**src/rtl/axi4lite_pkg.sv**
```systemverilog
// Shared types and constants for the 2-bit-address, 8-bit-data AXI4-Lite register slave.
package axi4lite_pkg;

    localparam int AXI_ADDR_W = 2;
    localparam int AXI_DATA_W = 8;

    localparam logic [1:0] RESP_OKAY   = 2'b00;
    localparam logic [1:0] RESP_SLVERR = 2'b10;

    localparam logic [AXI_ADDR_W-1:0] REG0 = 2'd0;
    localparam logic [AXI_ADDR_W-1:0] REG1 = 2'd1;
    localparam logic [AXI_ADDR_W-1:0] REG2 = 2'd2;
    localparam logic [AXI_ADDR_W-1:0] REG3 = 2'd3;

    typedef enum logic {W_IDLE, W_RESP} w_state_e;
    typedef enum logic {R_IDLE, R_DATA} r_state_e;

endpackage

```
**src/rtl/axi4lite_reg_slave_if.sv**
```systemverilog
// AXI4-Lite bus bundle between the team master and the register slave.
interface axi4lite_reg_slave_if #(
    parameter int ADDR_WIDTH = axi4lite_pkg::AXI_ADDR_W,
    parameter int DATA_WIDTH = axi4lite_pkg::AXI_DATA_W
);
    logic [ADDR_WIDTH-1:0] s_awaddr;
    logic                  s_awvalid;
    logic                  s_awready;
    logic [DATA_WIDTH-1:0] s_wdata;
    logic                  s_wvalid;
    logic                  s_wready;
    logic [1:0]            s_bresp;
    logic                  s_bvalid;
    logic                  s_bready;
    logic [ADDR_WIDTH-1:0] s_araddr;
    logic                  s_arvalid;
    logic                  s_arready;
    logic [DATA_WIDTH-1:0] s_rdata;
    logic [1:0]            s_rresp;
    logic                  s_rvalid;
    logic                  s_rready;

    modport master (
        output s_awaddr, s_awvalid, s_wdata, s_wvalid, s_bready,
        output s_araddr, s_arvalid, s_rready,
        input  s_awready, s_wready, s_bresp, s_bvalid,
        input  s_arready, s_rdata, s_rresp, s_rvalid
    );

    modport slave (
        input  s_awaddr, s_awvalid, s_wdata, s_wvalid, s_bready,
        input  s_araddr, s_arvalid, s_rready,
        output s_awready, s_wready, s_bresp, s_bvalid,
        output s_arready, s_rdata, s_rresp, s_rvalid
    );

endinterface

```
**src/rtl/axi4lite_reg_slave.sv**
```systemverilog
// AXI4-Lite responder: three R/W byte registers plus a read-only status byte at address 3.
// Independent write and read FSMs; every ready/valid output comes straight from flops.
module axi4lite_reg_slave
    import axi4lite_pkg::*;
#(
    parameter int ADDR_WIDTH = AXI_ADDR_W,
    parameter int DATA_WIDTH = AXI_DATA_W
) (
    input  logic                  clk,
    input  logic                  rst,
    axi4lite_reg_slave_if.slave   bus,
    input  logic [DATA_WIDTH-1:0] status_in,
    output logic [DATA_WIDTH-1:0] reg0_out,
    output logic [DATA_WIDTH-1:0] reg1_out,
    output logic [DATA_WIDTH-1:0] reg2_out
);

    w_state_e              w_state_q, w_state_d;
    r_state_e              r_state_q, r_state_d;
    logic                  ready_en_q, ready_en_d;
    logic                  aw_held_q, aw_held_d;
    logic                  w_held_q, w_held_d;
    logic [ADDR_WIDTH-1:0] awaddr_q, awaddr_d;
    logic [DATA_WIDTH-1:0] wdata_q, wdata_d;
    logic [1:0]            bresp_q, bresp_d;
    logic [DATA_WIDTH-1:0] rdata_q, rdata_d;
    logic [DATA_WIDTH-1:0] reg0_q, reg0_d;
    logic [DATA_WIDTH-1:0] reg1_q, reg1_d;
    logic [DATA_WIDTH-1:0] reg2_q, reg2_d;

    logic                  aw_rdy, w_rdy, ar_rdy;
    logic                  aw_hs, w_hs, ar_hs;
    logic [ADDR_WIDTH-1:0] wr_addr;
    logic [DATA_WIDTH-1:0] wr_data;
    logic [DATA_WIDTH-1:0] rd_sel;

    // ready_en_q keeps all readies low for the cycle following a reset edge.
    assign aw_rdy = ready_en_q && (w_state_q == W_IDLE) && !aw_held_q;
    assign w_rdy  = ready_en_q && (w_state_q == W_IDLE) && !w_held_q;
    assign ar_rdy = ready_en_q && (r_state_q == R_IDLE);

    assign aw_hs = bus.s_awvalid && aw_rdy;
    assign w_hs  = bus.s_wvalid && w_rdy;
    assign ar_hs = bus.s_arvalid && ar_rdy;

    assign wr_addr = aw_held_q ? awaddr_q : bus.s_awaddr;
    assign wr_data = w_held_q ? wdata_q : bus.s_wdata;

    assign bus.s_awready = aw_rdy;
    assign bus.s_wready  = w_rdy;
    assign bus.s_arready = ar_rdy;
    assign bus.s_bvalid  = (w_state_q == W_RESP);
    assign bus.s_bresp   = bresp_q;
    assign bus.s_rvalid  = (r_state_q == R_DATA);
    assign bus.s_rdata   = rdata_q;
    assign bus.s_rresp   = RESP_OKAY;

    assign reg0_out = reg0_q;
    assign reg1_out = reg1_q;
    assign reg2_out = reg2_q;

    always_comb begin
        rd_sel = status_in;
        case (bus.s_araddr)
            REG0:    rd_sel = reg0_q;
            REG1:    rd_sel = reg1_q;
            REG2:    rd_sel = reg2_q;
            default: rd_sel = status_in;
        endcase
    end

    always_comb begin
        ready_en_d = 1'b1;
        w_state_d  = w_state_q;
        aw_held_d  = aw_held_q;
        w_held_d   = w_held_q;
        awaddr_d   = awaddr_q;
        wdata_d    = wdata_q;
        bresp_d    = bresp_q;
        reg0_d     = reg0_q;
        reg1_d     = reg1_q;
        reg2_d     = reg2_q;

        case (w_state_q)
            W_IDLE: begin
                if (aw_hs) begin
                    aw_held_d = 1'b1;
                    awaddr_d  = bus.s_awaddr;
                end
                if (w_hs) begin
                    w_held_d = 1'b1;
                    wdata_d  = bus.s_wdata;
                end
                if ((aw_held_q || aw_hs) && (w_held_q || w_hs)) begin
                    w_state_d = W_RESP;
                    bresp_d   = RESP_OKAY;
                    case (wr_addr)
                        REG0:    reg0_d = wr_data;
                        REG1:    reg1_d = wr_data;
                        REG2:    reg2_d = wr_data;
                        default: bresp_d = RESP_SLVERR;
                    endcase
                end
            end
            W_RESP: begin
                if (bus.s_bready) begin
                    w_state_d = W_IDLE;
                    aw_held_d = 1'b0;
                    w_held_d  = 1'b0;
                end
            end
            default: w_state_d = W_IDLE;
        endcase
    end

    // Read data is taken from the pre-edge register values, so a same-edge write is not seen.
    always_comb begin
        r_state_d = r_state_q;
        rdata_d   = rdata_q;
        case (r_state_q)
            R_IDLE: begin
                if (ar_hs) begin
                    r_state_d = R_DATA;
                    rdata_d   = rd_sel;
                end
            end
            R_DATA: begin
                if (bus.s_rready) begin
                    r_state_d = R_IDLE;
                end
            end
            default: r_state_d = R_IDLE;
        endcase
    end

    always_ff @(posedge clk) begin
        if (rst) begin
            ready_en_q <= 1'b0;
            w_state_q  <= W_IDLE;
            r_state_q  <= R_IDLE;
            aw_held_q  <= 1'b0;
            w_held_q   <= 1'b0;
            awaddr_q   <= '0;
            wdata_q    <= '0;
            bresp_q    <= RESP_OKAY;
            rdata_q    <= '0;
            reg0_q     <= '0;
            reg1_q     <= '0;
            reg2_q     <= '0;
        end else begin
            ready_en_q <= ready_en_d;
            w_state_q  <= w_state_d;
            r_state_q  <= r_state_d;
            aw_held_q  <= aw_held_d;
            w_held_q   <= w_held_d;
            awaddr_q   <= awaddr_d;
            wdata_q    <= wdata_d;
            bresp_q    <= bresp_d;
            rdata_q    <= rdata_d;
            reg0_q     <= reg0_d;
            reg1_q     <= reg1_d;
            reg2_q     <= reg2_d;
        end
    end

endmodule

```
**src/flat_wrapper.sv**
```systemverilog
// flat-port wrapper written by rule: the top's interface ports become plain ports
module axi4lite_reg_slave_flat import axi4lite_pkg::*;
#(
    parameter int ADDR_WIDTH = AXI_ADDR_W,
    parameter int DATA_WIDTH = AXI_DATA_W
)
  (clk, rst, status_in, reg0_out, reg1_out, reg2_out, bus_s_awaddr, bus_s_awvalid, bus_s_wdata, bus_s_wvalid, bus_s_bready, bus_s_araddr, bus_s_arvalid, bus_s_rready, bus_s_awready, bus_s_wready, bus_s_bresp, bus_s_bvalid, bus_s_arready, bus_s_rdata, bus_s_rresp, bus_s_rvalid);
  axi4lite_reg_slave_if #(.ADDR_WIDTH(ADDR_WIDTH), .DATA_WIDTH(DATA_WIDTH)) bus_i ();
  input  logic clk;
  input  logic rst;
  input  logic [DATA_WIDTH-1:0] status_in;
  output logic [DATA_WIDTH-1:0] reg0_out;
  output logic [DATA_WIDTH-1:0] reg1_out;
  output logic [DATA_WIDTH-1:0] reg2_out;
  input wire logic [$bits(bus_i.s_awaddr)-1:0] bus_s_awaddr;
  input wire logic [$bits(bus_i.s_awvalid)-1:0] bus_s_awvalid;
  input wire logic [$bits(bus_i.s_wdata)-1:0] bus_s_wdata;
  input wire logic [$bits(bus_i.s_wvalid)-1:0] bus_s_wvalid;
  input wire logic [$bits(bus_i.s_bready)-1:0] bus_s_bready;
  input wire logic [$bits(bus_i.s_araddr)-1:0] bus_s_araddr;
  input wire logic [$bits(bus_i.s_arvalid)-1:0] bus_s_arvalid;
  input wire logic [$bits(bus_i.s_rready)-1:0] bus_s_rready;
  output wire logic [$bits(bus_i.s_awready)-1:0] bus_s_awready;
  output wire logic [$bits(bus_i.s_wready)-1:0] bus_s_wready;
  output wire logic [$bits(bus_i.s_bresp)-1:0] bus_s_bresp;
  output wire logic [$bits(bus_i.s_bvalid)-1:0] bus_s_bvalid;
  output wire logic [$bits(bus_i.s_arready)-1:0] bus_s_arready;
  output wire logic [$bits(bus_i.s_rdata)-1:0] bus_s_rdata;
  output wire logic [$bits(bus_i.s_rresp)-1:0] bus_s_rresp;
  output wire logic [$bits(bus_i.s_rvalid)-1:0] bus_s_rvalid;
  assign bus_i.s_awaddr = bus_s_awaddr;
  assign bus_i.s_awvalid = bus_s_awvalid;
  assign bus_i.s_wdata = bus_s_wdata;
  assign bus_i.s_wvalid = bus_s_wvalid;
  assign bus_i.s_bready = bus_s_bready;
  assign bus_i.s_araddr = bus_s_araddr;
  assign bus_i.s_arvalid = bus_s_arvalid;
  assign bus_i.s_rready = bus_s_rready;
  assign bus_s_awready = bus_i.s_awready;
  assign bus_s_wready = bus_i.s_wready;
  assign bus_s_bresp = bus_i.s_bresp;
  assign bus_s_bvalid = bus_i.s_bvalid;
  assign bus_s_arready = bus_i.s_arready;
  assign bus_s_rdata = bus_i.s_rdata;
  assign bus_s_rresp = bus_i.s_rresp;
  assign bus_s_rvalid = bus_i.s_rvalid;
  axi4lite_reg_slave #(.ADDR_WIDTH(ADDR_WIDTH), .DATA_WIDTH(DATA_WIDTH)) u_core (.clk(clk), .rst(rst), .bus(bus_i), .status_in(status_in), .reg0_out(reg0_out), .reg1_out(reg1_out), .reg2_out(reg2_out));
endmodule
```
**config.mk**
```make
export PLATFORM = sky130hd
export DESIGN_NAME = axi4lite_reg_slave_flat
export DESIGN_NICKNAME = d
export VERILOG_FILES = /design/src/rtl/axi4lite_pkg.sv /design/src/rtl/axi4lite_reg_slave_if.sv /design/src/rtl/axi4lite_reg_slave.sv /design/src/flat_wrapper.sv
export SDC_FILE = /design/constraint.sdc
export NUM_CORES = 1
export LEC_CHECK = 0
export ABC_AREA = 1
export ABC_CLOCK_PERIOD_IN_PS = 3620
export CAP_MARGIN = 40
export CORE_MARGIN = 2
export CORE_UTILIZATION = 50
export CTS_CLUSTER_SIZE = 28
export DETAILED_ROUTE_END_ITERATION = 16
export HOLD_SLACK_MARGIN = 0.1
export PLACE_DENSITY = 0.85
export SLEW_MARGIN = 30
export SYNTH_ARGS = -nofsm -noshare
export SYNTH_HDL_FRONTEND = slang
export SYNTH_SLANG_ARGS = --single-unit
```
**constraint.sdc**
```tcl
create_clock -name clk -period 3.62 [get_ports clk]
set_input_delay 1.086 -clock clk [delete_from_list [all_inputs] [get_ports clk]]
set_output_delay 1.086 -clock clk [all_outputs]
set_load 0.03 [all_outputs]
```
==> impl_metrics.env, run 1 <==
export IMPL_status="complete, no violations"
export IMPL_cts_sinks=48
export IMPL_place_inst=410
export IMPL_clk_pin_slew_ps=80
export IMPL_cp_slowest_cell="dfxtp_1"
export IMPL_rr_startpoint="u_core.w_held_q"
export IMPL_cts_tree="yes"
export IMPL_finalSetupViolations=0
export IMPL_root_buffer="clkbuf_8"
export IMPL_ff2ff_setup_slack_ps=1830
export IMPL_fin_total_pwr_mw=1.18
export IMPL_worst_pin_slew_ps=548
export IMPL_holdCritPathClass="reg2reg"
export IMPL_path_delay_family="flip-flops"
export IMPL_crit_arrival_ps=1730
export IMPL_area_growth_syn_to_layout_pct=34.0
export IMPL_syn_avg_cell_area_um2=7.32
export IMPL_worstPathCellList="nor2_1 > clkdlybuf4s50_1"
export IMPL_dp_slack_ps=877
export IMPL_fmax_mhz=356
export IMPL_whs_endpoint="u_core.awaddr_q[1]"
export IMPL_powerDensity_nw_per_um2=397
export IMPL_start_kind="flop"
export IMPL_drive_gt1_share_pct=8.20
export IMPL_utilization_pct=69.1
export IMPL_hold_path_startpoint="u_core.awaddr_q[1]"
export IMPL_rsz0062_at_grt="no"
export IMPL_drtIter0Drc=66
export IMPL_synth_seq_cells=48
export IMPL_cts_max_level=2
export IMPL_synthXorXnorAreaFrac_pct=0
export IMPL_synth_compound_area_share_pct=12.2
export IMPL_min_path_cells=2
export IMPL_numCtsBuffers=5
export IMPL_timing_hold_ws_ps=459
export IMPL_ir_worst_vdd_v=0.000282
export IMPL_cap_violations=0
export IMPL_r2r_end="u_core.reg2_out[7]"
export IMPL_core_area_um2=4290
export IMPL_synth_seq_area_share_pct=43.4
export IMPL_diodes=0
export IMPL_crit_required_ps=2530
export IMPL_finalWirelength_um=5220
export IMPL_nets=392
export IMPL_synth_simple_area_share_pct=34.6
export IMPL_drc=0
export IMPL_grt_max_degree=26
export IMPL_hold_viol=0
export IMPL_grt_use_total_pct=21.4
export IMPL_r2r_worst_path_cells=6
export IMPL_pin_count=68
export IMPL_hpwlAfterDp_um=4030
export IMPL_cp_buffers_inverters=1
export IMPL_synthMuxAreaShare_pct=3.17
export IMPL_firstDrtPassIters=4
export IMPL_synth_warning_count=0
export IMPL_postSynthCellCount=302
export IMPL_maxSlewViolCount=0
export IMPL_period_needed_ps=2810
export IMPL_cts_resized=0
export IMPL_io_buffers=64
export IMPL_synth_area_um2=2210
export IMPL_fin_area_um2=2970
export IMPL_vias=2119
export IMPL_post_cts_buffers=0
export IMPL_die_w_um=70.5
export IMPL_viasPerCell=5.07
export IMPL_final_setup_tns_ps=0
export IMPL_relSlewSlack_pct=63.4
export IMPL_yosys_area_share_adder_pct=0
export IMPL_wire_per_inst_um=12.5
export IMPL_fp_dieH_um=70.5
export IMPL_critPathLaunch="u_core.w_held_q"
export IMPL_path_max_fanout=12
export IMPL_rows=24
export IMPL_fin_skew_ps=3.49
export IMPL_cpPeakStageDelay_ps=670
export IMPL_hold_buffers=0
export IMPL_synth_top_family_by_area="simple AND/OR/NAND/NOR gates"
export IMPL_start_util_pct=51.5
export IMPL_gp_congestion=0.809
export IMPL_synth_cell_type_count=25
export IMPL_antenna_left=0
export IMPL_grt_pass1_vias=1961
export IMPL_placed_area_um2=2870
export IMPL_final_common_cell="nor2_1"
export IMPL_grt_antenna_before_repair=0
export IMPL_dieArea_um2=4970
export IMPL_fin_crit_sh_pct=77.7
export IMPL_grt_pass1_wl_um=8710
export IMPL_cp_end_kind="output pin"
export IMPL_overflow=0
export IMPL_fin_cells=418
export IMPL_clk_path_buf_depth=2
export IMPL_fin_ws_ps=808
export IMPL_clk_latency_ps=300
export IMPL_crit_type="reg2out"
export IMPL_layout_common_cells="70 x nor2_1, 64 x clkdlybuf4s50_1, 63 x nand2_1"
export IMPL_power_leakage_nw=1.16
-- where the power goes --
group / leakage (nW) / switching, mW / internal [mW]
clock: 0.0445 / 0.176 / 0.155
sequential: 0.392 / 0.0237 / 0.557
combinational: 0.722 / 0.160 / 0.105
total: 1.16 / 0.360 / 0.817
-- area by class of cell --
type / instances / area, um^2
Timing Repair Buffer: 65 / 648
Sequential cell: 48 / 961
Inverter: 20 / 82.6
Clock inverter: 1 / 7.51
Multi-Input combinational cell: 225 / 1110
Clock buffer: 7 / 86.3
Fill cell: 370 / 1330
Tap cell: 52 / 65.1
-- cell families after synthesis --
| kind of cell | Yosys count |
|---|---|
| flip-flops | 48 |
| buffers and inverters | 31 |
| multiplexers | 7 |
| other | 1 |
| AND/OR/NAND/NOR | 170 |
| AO/OA/AOI/OAI | 45 |
-- tightest hold or removal path: stages (launching register included) --
cell,delay [ps]
dfxtp_1,310
inv_1,60
a21oi_1,50
-- sequential cells by signal (all words and copies together) (netlist names) --
register,flops
u_core.bus.s_rvalid,1
u_core.reg1_out,8
u_core.wdata_q,8
u_core.reg2_out,8
u_core.bus.s_rdata,8
u_core.awaddr_q,2
u_core.ready_en_q,1
u_core.w_held_q,1
u_core.bus.s_bvalid,1
u_core.reg0_out,8
u_core.aw_held_q,1
u_core.bus.s_bresp,1
-- how the worst max path moves through the flow --
stage / slack [ps] / cells after the start / to
floorplan: 1430 / 3 / bus_s_awready
detailed placement: 880 / 8 / u_core.reg0_out[1]
global placement: 910 / 8 / u_core.reg0_out[2]
finish: 810 / 2 / bus_s_wready
CTS: 800 / 2 / bus_s_wready
global route: 710 / 2 / bus_s_wready
-- layer usage --
layer,global-route usage [%],up-vias,share of wire [%]
li1,-,1101,-
met1,27.0,945,46
met2,35.7,67,46
met3,5.05,6,6.7
met4,7.91,0,1.4
met5,0,-,0
-- cell usage after synthesis, drive strengths merged --
library cell	instances	share of area, %
nor2	77	16
nand2	66	12
dfxtp	48	43
nand3	25	6.2
inv	20	3.7
o21ai	20	4.7
a21oi	15	3.4
buf	8	2.3
a41oi	7	2.8
mux2i	7	3.2
clkbuf	3	0.51
o21bai	2	1.0
a31oi	1	0.28
and3	1	0.28
conb	1	0.17
or2	1	0.28
No activity file was read; power rests on OpenSTA's default activity.
==> run 2, diff against run 1 <==
--- a/config.mk
+++ b/config.mk
@@ -6,14 +6,14 @@
 export NUM_CORES = 1
 export LEC_CHECK = 0
 export ABC_AREA = 1
-export ABC_CLOCK_PERIOD_IN_PS = 3620
+export ABC_CLOCK_PERIOD_IN_PS = 2600
 export CAP_MARGIN = 40
 export CORE_MARGIN = 2
-export CORE_UTILIZATION = 50
+export CORE_UTILIZATION = 46
 export CTS_CLUSTER_SIZE = 28
 export DETAILED_ROUTE_END_ITERATION = 16
 export HOLD_SLACK_MARGIN = 0.1
-export PLACE_DENSITY = 0.85
+export PLACE_DENSITY = 0.79
 export SLEW_MARGIN = 30
 export SYNTH_ARGS = -nofsm -noshare
 export SYNTH_HDL_FRONTEND = slang
==> constraint.sdc (replaced) <==
create_clock -name clk -period 2.6 [get_ports clk]
set_input_delay 0.78 -clock clk [delete_from_list [all_inputs] [get_ports clk]]
set_output_delay 0.78 -clock clk [all_outputs]
set_load 0.03 [all_outputs]
==> run 2 against run 1 <==
  * Sequential power up 38%
  * Final cell count up 1.9%
  * Clock-buffer cell count down 2
  * Power up 57%
  * Utilization down 3.6 points
  * Combinational power up 46%
  * First-iteration DRC count up 48%
==> impl_metrics.env, run 2 (same netlist as run 1, synthesis figures left out) <==
export IMPL_status="complete, no violations"
export IMPL_grt_antenna_before_repair=0
export IMPL_clk_pin_slew_ps=90
export IMPL_overflow=0
export IMPL_grt_pass1_vias=1967
export IMPL_cts_tree="yes"
export IMPL_clk_path_buf_depth=2
export IMPL_cap_violations=0
export IMPL_p_int_mw=1.32
export IMPL_dp_slack_ps=311
export IMPL_netSwitchingPower_mw=0.527
export IMPL_final_common_cell="nor2_1"
export IMPL_final_setup_tns_ps=0
export IMPL_grt_use_total_pct=20.8
export IMPL_rows=25
export IMPL_drc=0
export IMPL_crit_arrival_ps=1710
export IMPL_cpPeakStageDelay_ps=700
export IMPL_root_buffer="clkbuf_8"
export IMPL_diodes=0
export IMPL_path_max_fanout=4
export IMPL_cts_sinks=48
export IMPL_comb_power_share_pct=20.9
export IMPL_viasPerCell=5.08
export IMPL_hpwlAfterDp_um=4290
export IMPL_start_util_pct=47.1
export IMPL_die_w_um=73.3
export IMPL_cp_end_kind="output pin"
export IMPL_cp_slowest_cell="clkdlybuf4s50_1"
export IMPL_maxSlewViolCount=0
export IMPL_fin_skew_ps=8.16
export IMPL_pin_count=68
export IMPL_relSlewSlack_pct=61.7
export IMPL_switching_share_pct=28.5
export IMPL_grt_pass1_wl_um=8870
export IMPL_worst_pin_slew_ps=572
export IMPL_holdCritPathClass="reg2reg"
export IMPL_fin_ws_ps=113
export IMPL_hold_buffers=0
export IMPL_worstPathCellList="inv_2 > nand2_2 > nor2_1 > clkdlybuf4s50_1"
export IMPL_clk_latency_ps=310
export IMPL_wire_per_inst_um=12.8
export IMPL_finalWirelength_um=5430
export IMPL_grt_max_degree=27
export IMPL_crit_required_ps=1820
export IMPL_core_area_um2=4690
export IMPL_drtIter0Drc=98
export IMPL_ir_worst_vdd_v=0.000310
export IMPL_hold_viol=0
export IMPL_antenna_left=0
export IMPL_clkPwrFrac_pct=35.5
export IMPL_power_leakage_nw=1.22
export IMPL_crit_type="reg2out"
export IMPL_powerDensity_nw_per_um2=601
export IMPL_start_kind="flop"
export IMPL_cts_max_level=2
export IMPL_vias=2163
export IMPL_firstDrtPassIters=4
export IMPL_rsz0062_at_grt="no"
export IMPL_drive_gt1_share_pct=9.95
export IMPL_fp_dieH_um=73.3
export IMPL_io_buffers=64
export IMPL_period_needed_ps=2490
export IMPL_nets=398
export IMPL_gp_congestion=0.795
export IMPL_fin_crit_sh_pct=95.7
export IMPL_seq_power_share_pct=43.5
export IMPL_fmax_mhz=402
export IMPL_post_cts_buffers=0
export IMPL_area_growth_syn_to_layout_pct=38.7
export IMPL_dieArea_um2=5380
export IMPL_cts_resized=0
export IMPL_numCtsBuffers=5
export IMPL_fillers=419
export IMPL_finalSetupViolations=0
export IMPL_layout_common_cells="70 x nor2_1, 64 x clkdlybuf4s50_1, 63 x nand2_1"
## run 2: changes by cell type in the layout (fill, tap and decap cells not counted), sizes merged
cell      delta
buf          +6
bufinv       +2
clkbuf       -2
clkinvlp     -1
inv          +1
## run 2: cell type report
type	count	area (um^2)	share of cell area, %
Multi-Input combinational cell	225	1110	36.3
Sequential cell	48	961	31.3
Timing Repair Buffer	71	706	23.0
Inverter	20	82.6	2.69
Clock buffer	5	68.8	2.24
Clock inverter	3	68.8	2.24
Tap cell	54	67.6	2.20
## run 2: final timing paths
check	start	end	slack, ps	depth (start not counted)
setup / recovery	u_core.bus.s_bvalid	bus_s_awready	110	4
hold / removal	u_core.awaddr_q[1]	u_core.awaddr_q[1]	460	2
setup reg to reg	u_core.aw_held_q	u_core.reg2_out[5]	1120	8
hold reg to reg	u_core.awaddr_q[1]	u_core.awaddr_q[1]	460	2
## run 2: per-stage QoR
stage	hold slack [ps]	utilization, %	instances	total power [mW]	area, um^2
after floorplan	429	-	304	1.06	2220
after global placement	436	62.5	418	1.20	2930
after detailed placement	447	62.5	418	1.21	2930
after CTS	461	65.4	426	1.85	3070
after global routing	488	65.4	426	1.92	3070
final	458	65.4	426	1.85	3070
## run 2: worst max-delay path: cells and delay by family (launching register included)
| kind | cells | cell delay [ps] |
|---|---|---|
| buf+inv | 2 | 800 |
| flops | 1 | 340 |
| simple gates | 2 | 270 |
## run 2: power by group through the flow
| stage | Sequential, mW | Combinational (mW) | Clock [mW] |
|---|---|---|---|
| after CTS | 0.803 | 0.389 | 0.660 |
| after global routing | 0.809 | 0.420 | 0.689 |
| final | 0.803 | 0.387 | 0.656 |
| after floorplan | 0.863 | 0.198 | 0 |
| after global placement | 0.818 | 0.379 | 0 |
| after detailed placement | 0.820 | 0.388 | 0 |
## run 2: per-layer routing
| metal | up-vias | share of wire, % | track usage, % |
|---|---|---|---|
| met5 | - | 0 | 0 |
| met1 | 961 | 46 | 26.0 |
| met3 | 7 | 6.1 | 4.94 |
| met4 | 0 | 1.5 | 7.47 |
| met2 | 79 | 46 | 34.8 |
| li1 | 1116 | - | - |
==> run 3, diff against run 2 <==
--- a/config.mk
+++ b/config.mk
@@ -13,6 +13,7 @@
 export CTS_CLUSTER_SIZE = 28
 export DETAILED_ROUTE_END_ITERATION = 16
 export HOLD_SLACK_MARGIN = 0.1
+export MAX_ROUTING_LAYER = met4
 export PLACE_DENSITY = 0.79
 export SLEW_MARGIN = 30
 export SYNTH_ARGS = -nofsm -noshare
==> run 3 against run 2 <==
  * Final cell count stayed put
  * Via count stayed put
  * Clock power hardly changed
  * Die area stayed put
  * Hold slack stayed put
  * Wire length stayed put
  * Register-to-register slack hardly changed
  * Non-clock buffer count stayed put
  * Critical path depth stayed put
  * Maximum frequency stayed put
==> impl_metrics.env, run 3 (same netlist as run 1, synthesis figures left out) <==
export IMPL_status="complete, no violations"
export IMPL_rsz0062_at_grt="no"
export IMPL_fp_dieH_um=73.3
export IMPL_pin_count=68
export IMPL_io_buffers=64
export IMPL_numCtsBuffers=5
export IMPL_netSwitchingPower_mw=0.527
export IMPL_start_util_pct=47.1
export IMPL_rows=25
export IMPL_cap_violations=0
export IMPL_post_cts_buffers=0
export IMPL_fin_skew_ps=8.16
export IMPL_power_leakage_nw=1.22
export IMPL_firstDrtPassIters=4
export IMPL_root_buffer="clkbuf_8"
export IMPL_nets=398
export IMPL_die_w_um=73.3
export IMPL_period_needed_ps=2490
export IMPL_ff2ff_setup_slack_ps=1120
export IMPL_grt_pass1_wl_um=8860
export IMPL_drtIter0Drc=99
export IMPL_hold_viol=0
export IMPL_dieArea_um2=5380
export IMPL_relSlewSlack_pct=61.7
export IMPL_switching_share_pct=28.5
export IMPL_fmax_mhz=402
export IMPL_cp_slowest_cell="clkdlybuf4s50_1"
export IMPL_clk_latency_ps=310
export IMPL_drc=0
export IMPL_vias=2163
export IMPL_grt_use_total_pct=21.4
export IMPL_layout_common_cells="70 x nor2_1, 64 x clkdlybuf4s50_1, 63 x nand2_1"
export IMPL_cts_resized=0
export IMPL_crit_arrival_ps=1710
export IMPL_cpPeakStageDelay_ps=700
export IMPL_clkPwrFrac_pct=35.5
export IMPL_viasPerCell=5.08
export IMPL_final_common_cell="nor2_1"
export IMPL_worst_pin_slew_ps=572
export IMPL_crit_required_ps=1820
export IMPL_diodes=0
export IMPL_ir_worst_vdd_v=0.000310
export IMPL_comb_power_share_pct=20.9
export IMPL_cp_end_kind="output pin"
export IMPL_powerDensity_nw_per_um2=601
export IMPL_maxSlewViolCount=0
export IMPL_gp_congestion=0.806
export IMPL_regArea_um2=961
export IMPL_clk_pin_slew_ps=90
export IMPL_start_kind="flop"
export IMPL_p_int_mw=1.32
export IMPL_overflow=0
export IMPL_cts_sinks=48
export IMPL_seq_power_share_pct=43.5
export IMPL_wire_per_inst_um=12.8
export IMPL_area_growth_syn_to_layout_pct=38.7
export IMPL_core_area_um2=4690
export IMPL_holdCritPathClass="reg2reg"
export IMPL_worstPathCellList="inv_2 > nand2_2 > nor2_1 > clkdlybuf4s50_1"
export IMPL_cts_tree="yes"
export IMPL_final_setup_tns_ps=0
export IMPL_drive_gt1_share_pct=9.95
export IMPL_multi_input_area_um2=1110
export IMPL_fin_crit_sh_pct=95.7
export IMPL_hold_buffers=0
export IMPL_clk_path_buf_depth=2
export IMPL_cts_max_level=2
export IMPL_path_max_fanout=4
export IMPL_antenna_left=0
export IMPL_finalSetupViolations=0
export IMPL_hpwlAfterDp_um=4290
export IMPL_grt_antenna_before_repair=0
export IMPL_fin_total_pwr_mw=1.85
export IMPL_finalWirelength_um=5430
export IMPL_crit_type="reg2out"
export IMPL_fillers=419
export IMPL_grt_pass1_vias=1965
export IMPL_grt_max_degree=27
run 3: cell counts in the layout (fill, tap and decap cells not counted):
No cell type changed its count.
run 3: critical path, delay by kind of cell, from the launching register on:
| kind | cells | cell delay [ps] |
|---|---|---|
| buffers and inverters | 2 | 800 |
| DFF | 1 | 340 |
| and+or+nand+nor | 2 | 270 |
run 3: worst paths after layout:
path	depth (start not counted)	endpoint	from
worst max-delay path	4	bus_s_awready	u_core.bus.s_bvalid
worst min-delay path	2	u_core.awaddr_q[1]	u_core.awaddr_q[1]
worst max register to register	8	u_core.reg2_out[5]	u_core.aw_held_q
worst min register to register	2	u_core.awaddr_q[1]	u_core.awaddr_q[1]
run 3: area by class of cell:
type,count,area share [%]
repair buffers,71,23.0
well taps,54,2.20
clock inverters,3,2.24
flip-flops and latches,48,31.3
inverters,20,2.69
clock buffers,5,2.24
multi-input cells,225,36.3
run 3: power by group through the flow:
stage / combinational [mW] / clock [mW] / sequential [mW]
final: 0.387 / 0.656 / 0.803
after global placement: 0.379 / 0 / 0.818
after floorplan: 0.198 / 0 / 0.863
after global routing: 0.420 / 0.689 / 0.809
after detailed placement: 0.388 / 0 / 0.820
after CTS: 0.389 / 0.660 / 0.803
run 3: per-stage QoR:
stage | instances | hold slack, ps | util, % | setup slack (ps) | cell area [um^2]
final | 426 | 458 | 65.4 | 113 | 3070
after floorplan | 304 | 429 | - | 719 | 2220
after global routing | 426 | 488 | 65.4 | 49.8 | 3070
after detailed placement | 418 | 447 | 62.5 | 311 | 2930
after global placement | 418 | 436 | 62.5 | 365 | 2930
after CTS | 426 | 461 | 65.4 | 99.9 | 3070
run 3: routing by layer:
metal | global-route usage (%) | share of wire (%) | up-vias
met5 | - | 0 | -
met4 | 7.47 | 1.5 | 0
met3 | 4.94 | 6.1 | 7
met2 | 34.8 | 46 | 79
met1 | 26.0 | 46 | 961
li1 | - | - | 1116
